[config.mk]
export PLATFORM = sky130hd
export DESIGN_NAME = sdram_cmd_issuer
export DESIGN_NICKNAME = d
export VERILOG_FILES = /design/src/rtl/sdram_issuer_pkg.sv /design/src/rtl/sdram_addr_gen.sv /design/src/rtl/sdram_cmd_issuer.sv
export SDC_FILE = /design/constraint.sdc
export NUM_CORES = 1
export LEC_CHECK = 0
export BUFFER_PORTS_ARGS = -buffer_cell sky130_fd_sc_hd__buf_2
export CAP_MARGIN = 40
export CELL_PAD_IN_SITES_DETAIL_PLACEMENT = 1
export CELL_PAD_IN_SITES_GLOBAL_PLACEMENT = 1
export CORE_AREA = 8 8 101 149
export DETAILED_ROUTE_END_ITERATION = 6
export DIE_AREA = 0 0 109 157
export PLACE_DENSITY_LB_ADDON = 0.3
export SYNTH_ARGS = -nofsm -noshare
export SYNTH_HDL_FRONTEND = slang
export SYNTH_SLANG_ARGS = --single-unit
export TNS_END_PERCENT = 10
[constraint.sdc]
create_clock -name CLK -period 2.6 [get_ports CLK]
set_input_delay 0.65 -clock CLK [delete_from_list [all_inputs] [get_ports CLK]]
set_output_delay 0.65 -clock CLK [all_outputs]
set_load 0.05 [all_outputs]
[src/rtl/sdram_issuer_pkg.sv]
// rtl/sdram_issuer_pkg.sv - command encodings and FSM states for the SDRAM command issuer
package sdram_issuer_pkg;

  localparam logic [2:0] CMD_NOP    = 3'b000;
  localparam logic [2:0] CMD_READA  = 3'b001;
  localparam logic [2:0] CMD_WRITEA = 3'b010;

  typedef enum logic [1:0] {
    IDLE,
    ISSUE,
    WAIT
  } state_t;

endpackage

[src/rtl/sdram_addr_gen.sv]
// rtl/sdram_addr_gen.sv - per-port wrapping burst address with deferred reload
module sdram_addr_gen #(
  parameter int               ASIZE = 23,
  parameter int               BURST = 8,
  parameter logic [ASIZE-1:0] BASE  = '0,
  parameter logic [ASIZE-1:0] MAX   = 23'h100000
) (
  input  logic             CLK,
  input  logic             RESET,
  input  logic             LOAD,
  input  logic             BUSY,
  input  logic             ADVANCE,
  output logic [ASIZE-1:0] ADDR
);

  logic             pending;
  logic [ASIZE:0]   next_sum;
  logic [ASIZE-1:0] next_addr;

  // One extra bit so an address near the top cannot overflow past MAX unnoticed
  assign next_sum  = {1'b0, ADDR} + (ASIZE+1)'(BURST);
  assign next_addr = (next_sum >= {1'b0, MAX}) ? BASE : next_sum[ASIZE-1:0];

  always_ff @(posedge CLK) begin
    if (RESET) begin
      ADDR    <= BASE;
      pending <= 1'b0;
    end else if (ADVANCE) begin
      ADDR    <= (pending || LOAD) ? BASE : next_addr;
      pending <= 1'b0;
    end else if (LOAD) begin
      if (BUSY)
        pending <= 1'b1;
      else
        ADDR <= BASE;
    end
  end

endmodule

[src/rtl/sdram_cmd_issuer.sv]
// rtl/sdram_cmd_issuer.sv - arbitrates write/read FIFOs and issues READA/WRITEA bursts
module sdram_cmd_issuer
  import sdram_issuer_pkg::*;
#(
  parameter int               ASIZE     = 23,
  parameter int               BURST     = 8,
  parameter int               FIFO_AW   = 9,
  parameter int               DONE_WAIT = 12,
  parameter logic [ASIZE-1:0] WR_BASE   = '0,
  parameter logic [ASIZE-1:0] WR_MAX    = 23'h100000,
  parameter logic [ASIZE-1:0] RD_BASE   = '0,
  parameter logic [ASIZE-1:0] RD_MAX    = 23'h100000
) (
  input  logic               CLK,
  input  logic               RESET,
  input  logic               INIT_DONE,
  input  logic [FIFO_AW-1:0] WR_USED,
  input  logic [FIFO_AW-1:0] RD_USED,
  input  logic               WR_LOAD,
  input  logic               RD_LOAD,
  input  logic               CMD_ACK,
  output logic [2:0]         CMD,
  output logic [ASIZE-1:0]   ADDR,
  output logic               WR_SEL,
  output logic               BUSY,
  output logic               WR_DONE,
  output logic               RD_DONE
);

  localparam int               CNT_W   = $clog2(DONE_WAIT + 1);
  localparam logic [FIFO_AW:0] DEPTH   = (FIFO_AW+1)'(1 << FIFO_AW);
  localparam logic [FIFO_AW:0] BURST_W = (FIFO_AW+1)'(BURST);

  state_t           state;
  logic [CNT_W-1:0] cnt;
  logic             last_wr;
  logic [ASIZE-1:0] wr_addr, rd_addr;
  logic [FIFO_AW:0] rd_free;
  logic             wr_ok, rd_ok, grant_wr, done;

  assign rd_free  = DEPTH - {1'b0, RD_USED};
  assign wr_ok    = INIT_DONE && ({1'b0, WR_USED} >= BURST_W);
  assign rd_ok    = INIT_DONE && (rd_free >= BURST_W);
  // On a tie serve the port that did not go last
  assign grant_wr = wr_ok && (!rd_ok || !last_wr);
  assign done     = (state == WAIT) && (cnt == '0);

  sdram_addr_gen #(.ASIZE(ASIZE), .BURST(BURST), .BASE(WR_BASE), .MAX(WR_MAX)) u_wr_addr (
    .CLK     (CLK),
    .RESET   (RESET),
    .LOAD    (WR_LOAD),
    .BUSY    ((state != IDLE) && WR_SEL),
    .ADVANCE (done && WR_SEL),
    .ADDR    (wr_addr)
  );

  sdram_addr_gen #(.ASIZE(ASIZE), .BURST(BURST), .BASE(RD_BASE), .MAX(RD_MAX)) u_rd_addr (
    .CLK     (CLK),
    .RESET   (RESET),
    .LOAD    (RD_LOAD),
    .BUSY    ((state != IDLE) && !WR_SEL),
    .ADVANCE (done && !WR_SEL),
    .ADDR    (rd_addr)
  );

  always_ff @(posedge CLK) begin
    if (RESET) begin
      state   <= IDLE;
      CMD     <= CMD_NOP;
      ADDR    <= '0;
      WR_SEL  <= 1'b0;
      BUSY    <= 1'b0;
      WR_DONE <= 1'b0;
      RD_DONE <= 1'b0;
      cnt     <= '0;
      last_wr <= 1'b0;
    end else begin
      WR_DONE <= 1'b0;
      RD_DONE <= 1'b0;
      case (state)
        IDLE: begin
          if (wr_ok || rd_ok) begin
            state  <= ISSUE;
            BUSY   <= 1'b1;
            WR_SEL <= grant_wr;
            CMD    <= grant_wr ? CMD_WRITEA : CMD_READA;
            ADDR   <= grant_wr ? wr_addr : rd_addr;
          end
        end
        ISSUE: begin
          if (CMD_ACK) begin
            CMD   <= CMD_NOP;
            cnt   <= CNT_W'(DONE_WAIT - 1);
            state <= WAIT;
          end
        end
        WAIT: begin
          if (cnt == '0) begin
            WR_DONE <= WR_SEL;
            RD_DONE <= !WR_SEL;
            BUSY    <= 1'b0;
            last_wr <= WR_SEL;
            state   <= IDLE;
          end else begin
            cnt <= cnt - 1'b1;
          end
        end
        default: state <= IDLE;
      endcase
    end
  end

endmodule
==> flow_metrics.env <==
export IMPL_synth_seq_cells=75
export IMPL_stdcell_count=667
export IMPL_dr_first_iter_drc_count=205
export IMPL_dieArea_sq_mm=0.0171
export IMPL_dp_cells=651
export IMPL_critPathBufInv=0
export IMPL_timing_reg2reg_setup_slack_ns=0.24
export IMPL_critical_path_required_ns=2.82
export IMPL_report_final_setup_viol=0
export IMPL_finalNetCount=531
export IMPL_floorplan_initialDensity=0.296
export IMPL_cts_htree_levels=3
export IMPL_gr_usage_all_layers=0.156
export IMPL_share_clk_of_total_power=0.492
export IMPL_core_area_sq_mm=0.0128
export IMPL_switching_power_uw=717
export IMPL_grt_pass1_vias=3954
export IMPL_holdWs_ns=0.491
export IMPL_combinationalPowerShare=0.085
export IMPL_core_rowCount=51
export IMPL_worst_clock_skew_ns=0.00837
export IMPL_clock_root_buffer="sky130_fd_sc_hd__clkbuf_16"
export IMPL_die_height_microns=157
export IMPL_post_synth_instance_area_sq_mm=0.00380
export IMPL_post_route_cells_drive_above_1_share=0.199
export IMPL_dominantRegCellSynth="sky130_fd_sc_hd__dfxtp_1"
export IMPL_detail_route_vias_per_cell=5.69
export IMPL_hold_viol=0
export IMPL_cts_tree="built"
export IMPL_fmaxAchievable_mhz=423
export IMPL_slowest_cell_delay_on_critical_path_ns=0.57
export IMPL_post_route_setup_slack_ns=0.236
export IMPL_initial_drt_pass_iterations=5
export IMPL_post_synth_and_or_nand_nor_area_fraction=0.290
export IMPL_ios=54
export IMPL_hold_path_startpoint="u_rd_addr.ADDR[7]"
export IMPL_final_antenna_net_count=0
export IMPL_synth_compound_area_frac=0.225
export IMPL_count_of_buffers_inserted_at_the_top_level_ports=46
export IMPL_timing_critical_path_max_delay_family="simple AND/OR/NAND/NOR gates"
export IMPL_route_vias_total=3792
export IMPL_cp_arrival_ns=2.59
export IMPL_post_cts_buffers=0
export IMPL_worst_r2r_path_depth=6
export IMPL_irDropWorstVdd_mv=0.262
export IMPL_crit_type="reg -> reg"
export IMPL_power_switching_fraction=0.253
export IMPL_post_place_ws_ns=0.0823
export IMPL_p_total_mw=2.84
export IMPL_cap_violations=0
export IMPL_leakage_nw=1.77
export IMPL_worstHoldPathType="reg -> reg"
export IMPL_detail_route_wirelength_mm=12.8
export IMPL_synth_top_family_by_area="simple AND/OR/NAND/NOR gates"
export IMPL_time_the_worst_path_needs_with_i_o_delays_and_setup_ns=2.36
export IMPL_ys_warnings_count=0
export IMPL_r2r_end="u_wr_addr.ADDR[17]"
export IMPL_worstSetupEndpointType="flop"
export IMPL_synth_mux_area_fraction=0
export IMPL_cts_hold_buffers_added=0
export IMPL_power_share_sequential=0.424
export IMPL_hpwlAfterDp_mm=9.55
export IMPL_post_synthesis_adder_cell_area_fraction=0.0132
export IMPL_clock_latency_ns=0.34
export IMPL_setup_worst_path_start="u_wr_addr.ADDR[4]"
export IMPL_synth_xor_xnor_area_share=0.0253
export IMPL_number_of_flops_mapped_to_enable_cells_by_yosys=0
export IMPL_slew_viols_final=0
export IMPL_grt_setup_unrepaired="no"
export IMPL_synth_async_reset_ratio=0
export IMPL_crit_path_cell_trace="ha_1 -> nand4_1 -> nor4_2 -> or4_4 -> a21oi_1 -> a211o_1"
export IMPL_status="finished clean"
export IMPL_setup_worst_path_start_class="flop"
export IMPL_diodes=0
export IMPL_slowest_stage="sky130_fd_sc_hd__nor4_2"
export IMPL_grt_pass1_wl_mm=20.8
export IMPL_cts_resized_gates=0
export IMPL_area_growth_synth_to_final_pct=21.5
export IMPL_timing_critical_path_to="u_wr_addr.ADDR[17]"
export IMPL_worst_flop_to_flop_path_startpoint="u_wr_addr.ADDR[4]"
export IMPL_antenna_found_initial=0
export IMPL_slew_limit_headroom=0.572
export IMPL_synth_seq_area_share=0.395
export IMPL_cts_buffer_count=9
export IMPL_die_w_microns=109
export IMPL_worst_slew_pin_transition_ns=0.642
export IMPL_ctsLongestPathBuffers=2
export IMPL_globalRouteOverflowTotal=0
export IMPL_cts_sink_count=75
export IMPL_final_setup_tns_ns=0
export IMPL_worstSetupPathDepth=6
export IMPL_route_detailed_drc=0
export IMPL_intPower_mw=2.12
export IMPL_fin_crit_sh=0.909
export IMPL_syn_instance_count=451
export IMPL_clk_pin_slew_worst_paths_ns=0.06
export IMPL_max_fo_critical_path=8
export IMPL_avgRoutedWirePerCell_microns=19.2
export IMPL_gp_congestion=0.848
export IMPL_grt_start_max_net_pins=59
export IMPL_cell_pwr_density_mw_per_mm2=614
export IMPL_synth_avg_cell_area_sq_um=8.43
export IMPL_yosysUniqueCellTypes=59
==> metal layers <==
layer / global-route usage / routed length [microns]
met5: 0 / 0
met4: 0.0753 / 330
met3: 0.0295 / 412
met2: 0.287 / 7020
met1: 0.163 / 5060
==> cell usage after synthesis, types with 2 or more instances <==
cell type / instances / share of area
sky130_fd_sc_hd__dfxtp_1: 75 / 0.39
sky130_fd_sc_hd__nand2_1: 55 / 0.054
sky130_fd_sc_hd__nor2_1: 40 / 0.039
sky130_fd_sc_hd__clkbuf_1: 21 / 0.021
sky130_fd_sc_hd__a222oi_1: 20 / 0.053
sky130_fd_sc_hd__nor3_1: 19 / 0.025
sky130_fd_sc_hd__o21ai_0: 19 / 0.025
sky130_fd_sc_hd__a21oi_1: 17 / 0.022
sky130_fd_sc_hd__and3_1: 15 / 0.025
sky130_fd_sc_hd__inv_1: 15 / 0.015
sky130_fd_sc_hd__nand3_1: 15 / 0.020
sky130_fd_sc_hd__a211oi_1: 10 / 0.020
sky130_fd_sc_hd__nand4_1: 10 / 0.016
sky130_fd_sc_hd__o221ai_1: 10 / 0.023
sky130_fd_sc_hd__nor3b_1: 9 / 0.018
sky130_fd_sc_hd__nor4_1: 8 / 0.013
sky130_fd_sc_hd__o21bai_1: 8 / 0.016
sky130_fd_sc_hd__xor2_1: 7 / 0.016
sky130_fd_sc_hd__a31oi_1: 6 / 0.0099
sky130_fd_sc_hd__o211ai_1: 5 / 0.0099
sky130_fd_sc_hd__a22oi_1: 4 / 0.0079
sky130_fd_sc_hd__buf_4: 4 / 0.0079
sky130_fd_sc_hd__ha_1: 4 / 0.013
sky130_fd_sc_hd__nor2b_1: 4 / 0.0066
sky130_fd_sc_hd__xnor2_1: 4 / 0.0092
sky130_fd_sc_hd__and4_1: 3 / 0.0069
sky130_fd_sc_hd__nor4_2: 3 / 0.0099
sky130_fd_sc_hd__or4_4: 3 / 0.0089
sky130_fd_sc_hd__and2_1: 2 / 0.0033
sky130_fd_sc_hd__and4bb_2: 2 / 0.0066
sky130_fd_sc_hd__buf_2: 2 / 0.0026
sky130_fd_sc_hd__nor4_4: 2 / 0.011
sky130_fd_sc_hd__o21ai_1: 2 / 0.0026
sky130_fd_sc_hd__or3_1: 2 / 0.0033
sky130_fd_sc_hd__or4_1: 2 / 0.0039
==> worst reg2reg max path, stage by stage (launching register included) <==
cell and delay [ns]:
sky130_fd_sc_hd__dfxtp_1 0.51, sky130_fd_sc_hd__ha_1 0.32, sky130_fd_sc_hd__nand4_1 0.20, sky130_fd_sc_hd__nor4_2 0.57
sky130_fd_sc_hd__or4_4 0.28, sky130_fd_sc_hd__a21oi_1 0.10, sky130_fd_sc_hd__a211o_1 0.28
==> cells by family after synthesis <==
| kind of cell | count (synthesis) |
|---|---|
| xor+xnor | 11 |
| flops | 75 |
| compound gates | 114 |
| buf+inv | 44 |
| fa+ha+maj | 4 |
| simple gates | 202 |
| other cells | 1 |
==> state kept, by name, summed over array words and instances (netlist names) <==
signal and count:
ADDR 20, u_rd_addr.ADDR 20, u_wr_addr.ADDR 20, cnt 4
CMD 2, state 2, BUSY 1, RD_DONE 1
WR_DONE 1, WR_SEL 1, last_wr 1, u_rd_addr.pending 1
u_wr_addr.pending 1
==> power groups by stage <==
| stage | clock network (mW) | registers [mW] | logic [mW] |
|---|---|---|---|
| 5_1_grt | 1.47 | 1.20 | 0.260 |
| 6_report | 1.39 | 1.20 | 0.240 |
| 3_3_place_gp | 0 | 1.23 | 0.234 |
| 2_1_floorplan | 0 | 1.24 | 0.133 |
| 4_1_cts | 1.42 | 1.20 | 0.241 |
| 3_5_place_dp | 0 | 1.23 | 0.240 |
==> placed cells by master, fill, tap and decap left out, types with 3 or more instances in the layout <==
cell type,instances
sky130_fd_sc_hd__a21oi_1,17
sky130_fd_sc_hd__dfxtp_1,75
sky130_fd_sc_hd__clkbuf_16,9
sky130_fd_sc_hd__or4_4,3
sky130_fd_sc_hd__o21bai_1,8
sky130_fd_sc_hd__nor4_2,3
sky130_fd_sc_hd__nand3_1,15
sky130_fd_sc_hd__a222oi_1,20
sky130_fd_sc_hd__xor2_1,7
sky130_fd_sc_hd__a211oi_1,9
sky130_fd_sc_hd__and4_1,3
sky130_fd_sc_hd__nor2_1,40
sky130_fd_sc_hd__buf_4,19
sky130_fd_sc_hd__o21ai_0,19
sky130_fd_sc_hd__nor4_1,8
sky130_fd_sc_hd__nand2_1,55
sky130_fd_sc_hd__o221ai_1,10
sky130_fd_sc_hd__conb_1,4
sky130_fd_sc_hd__ha_1,4
sky130_fd_sc_hd__and3_1,15
sky130_fd_sc_hd__xnor2_1,4
sky130_fd_sc_hd__a22oi_1,4
sky130_fd_sc_hd__buf_2,46
sky130_fd_sc_hd__o211ai_1,5
sky130_fd_sc_hd__inv_1,15
sky130_fd_sc_hd__nor3b_1,9
sky130_fd_sc_hd__nor3_1,19
sky130_fd_sc_hd__a31oi_1,6
sky130_fd_sc_hd__nand4_1,10
sky130_fd_sc_hd__nor2b_1,4
==> final cells by class <==
| type | instances | area (sq um) |
|---|---|---|
| repair buffers | 67 | 413 |
| well taps | 159 | 199 |
| clock buffers | 11 | 243 |
| flip-flops and latches | 75 | 1500 |
| fillers | 1526 | 8210 |
| inverters | 15 | 56.3 |
| multi-input cells | 335 | 2120 |
| clock inverters | 5 | 85.1 |
==> metrics by stage <==
step	area, sq um	utilization
2_1_floorplan	3810	-
3_3_place_gp	4290	0.335
3_5_place_dp	4290	0.335
4_1_cts	4620	0.360
5_1_grt	4620	0.360
6_report	4620	0.360
==> how the worst min path moves through the flow <==
| stage | depth (start not counted) | endpoint |
|---|---|---|
| after floorplan | 2 | last_wr |
| after global placement | 2 | BUSY |
| after detailed placement | 2 | u_rd_addr.ADDR[7] |
| after CTS | 2 | u_rd_addr.ADDR[7] |
| after global routing | 2 | BUSY |
| final | 2 | u_rd_addr.ADDR[7] |
(Power assumes the default switching activity.)
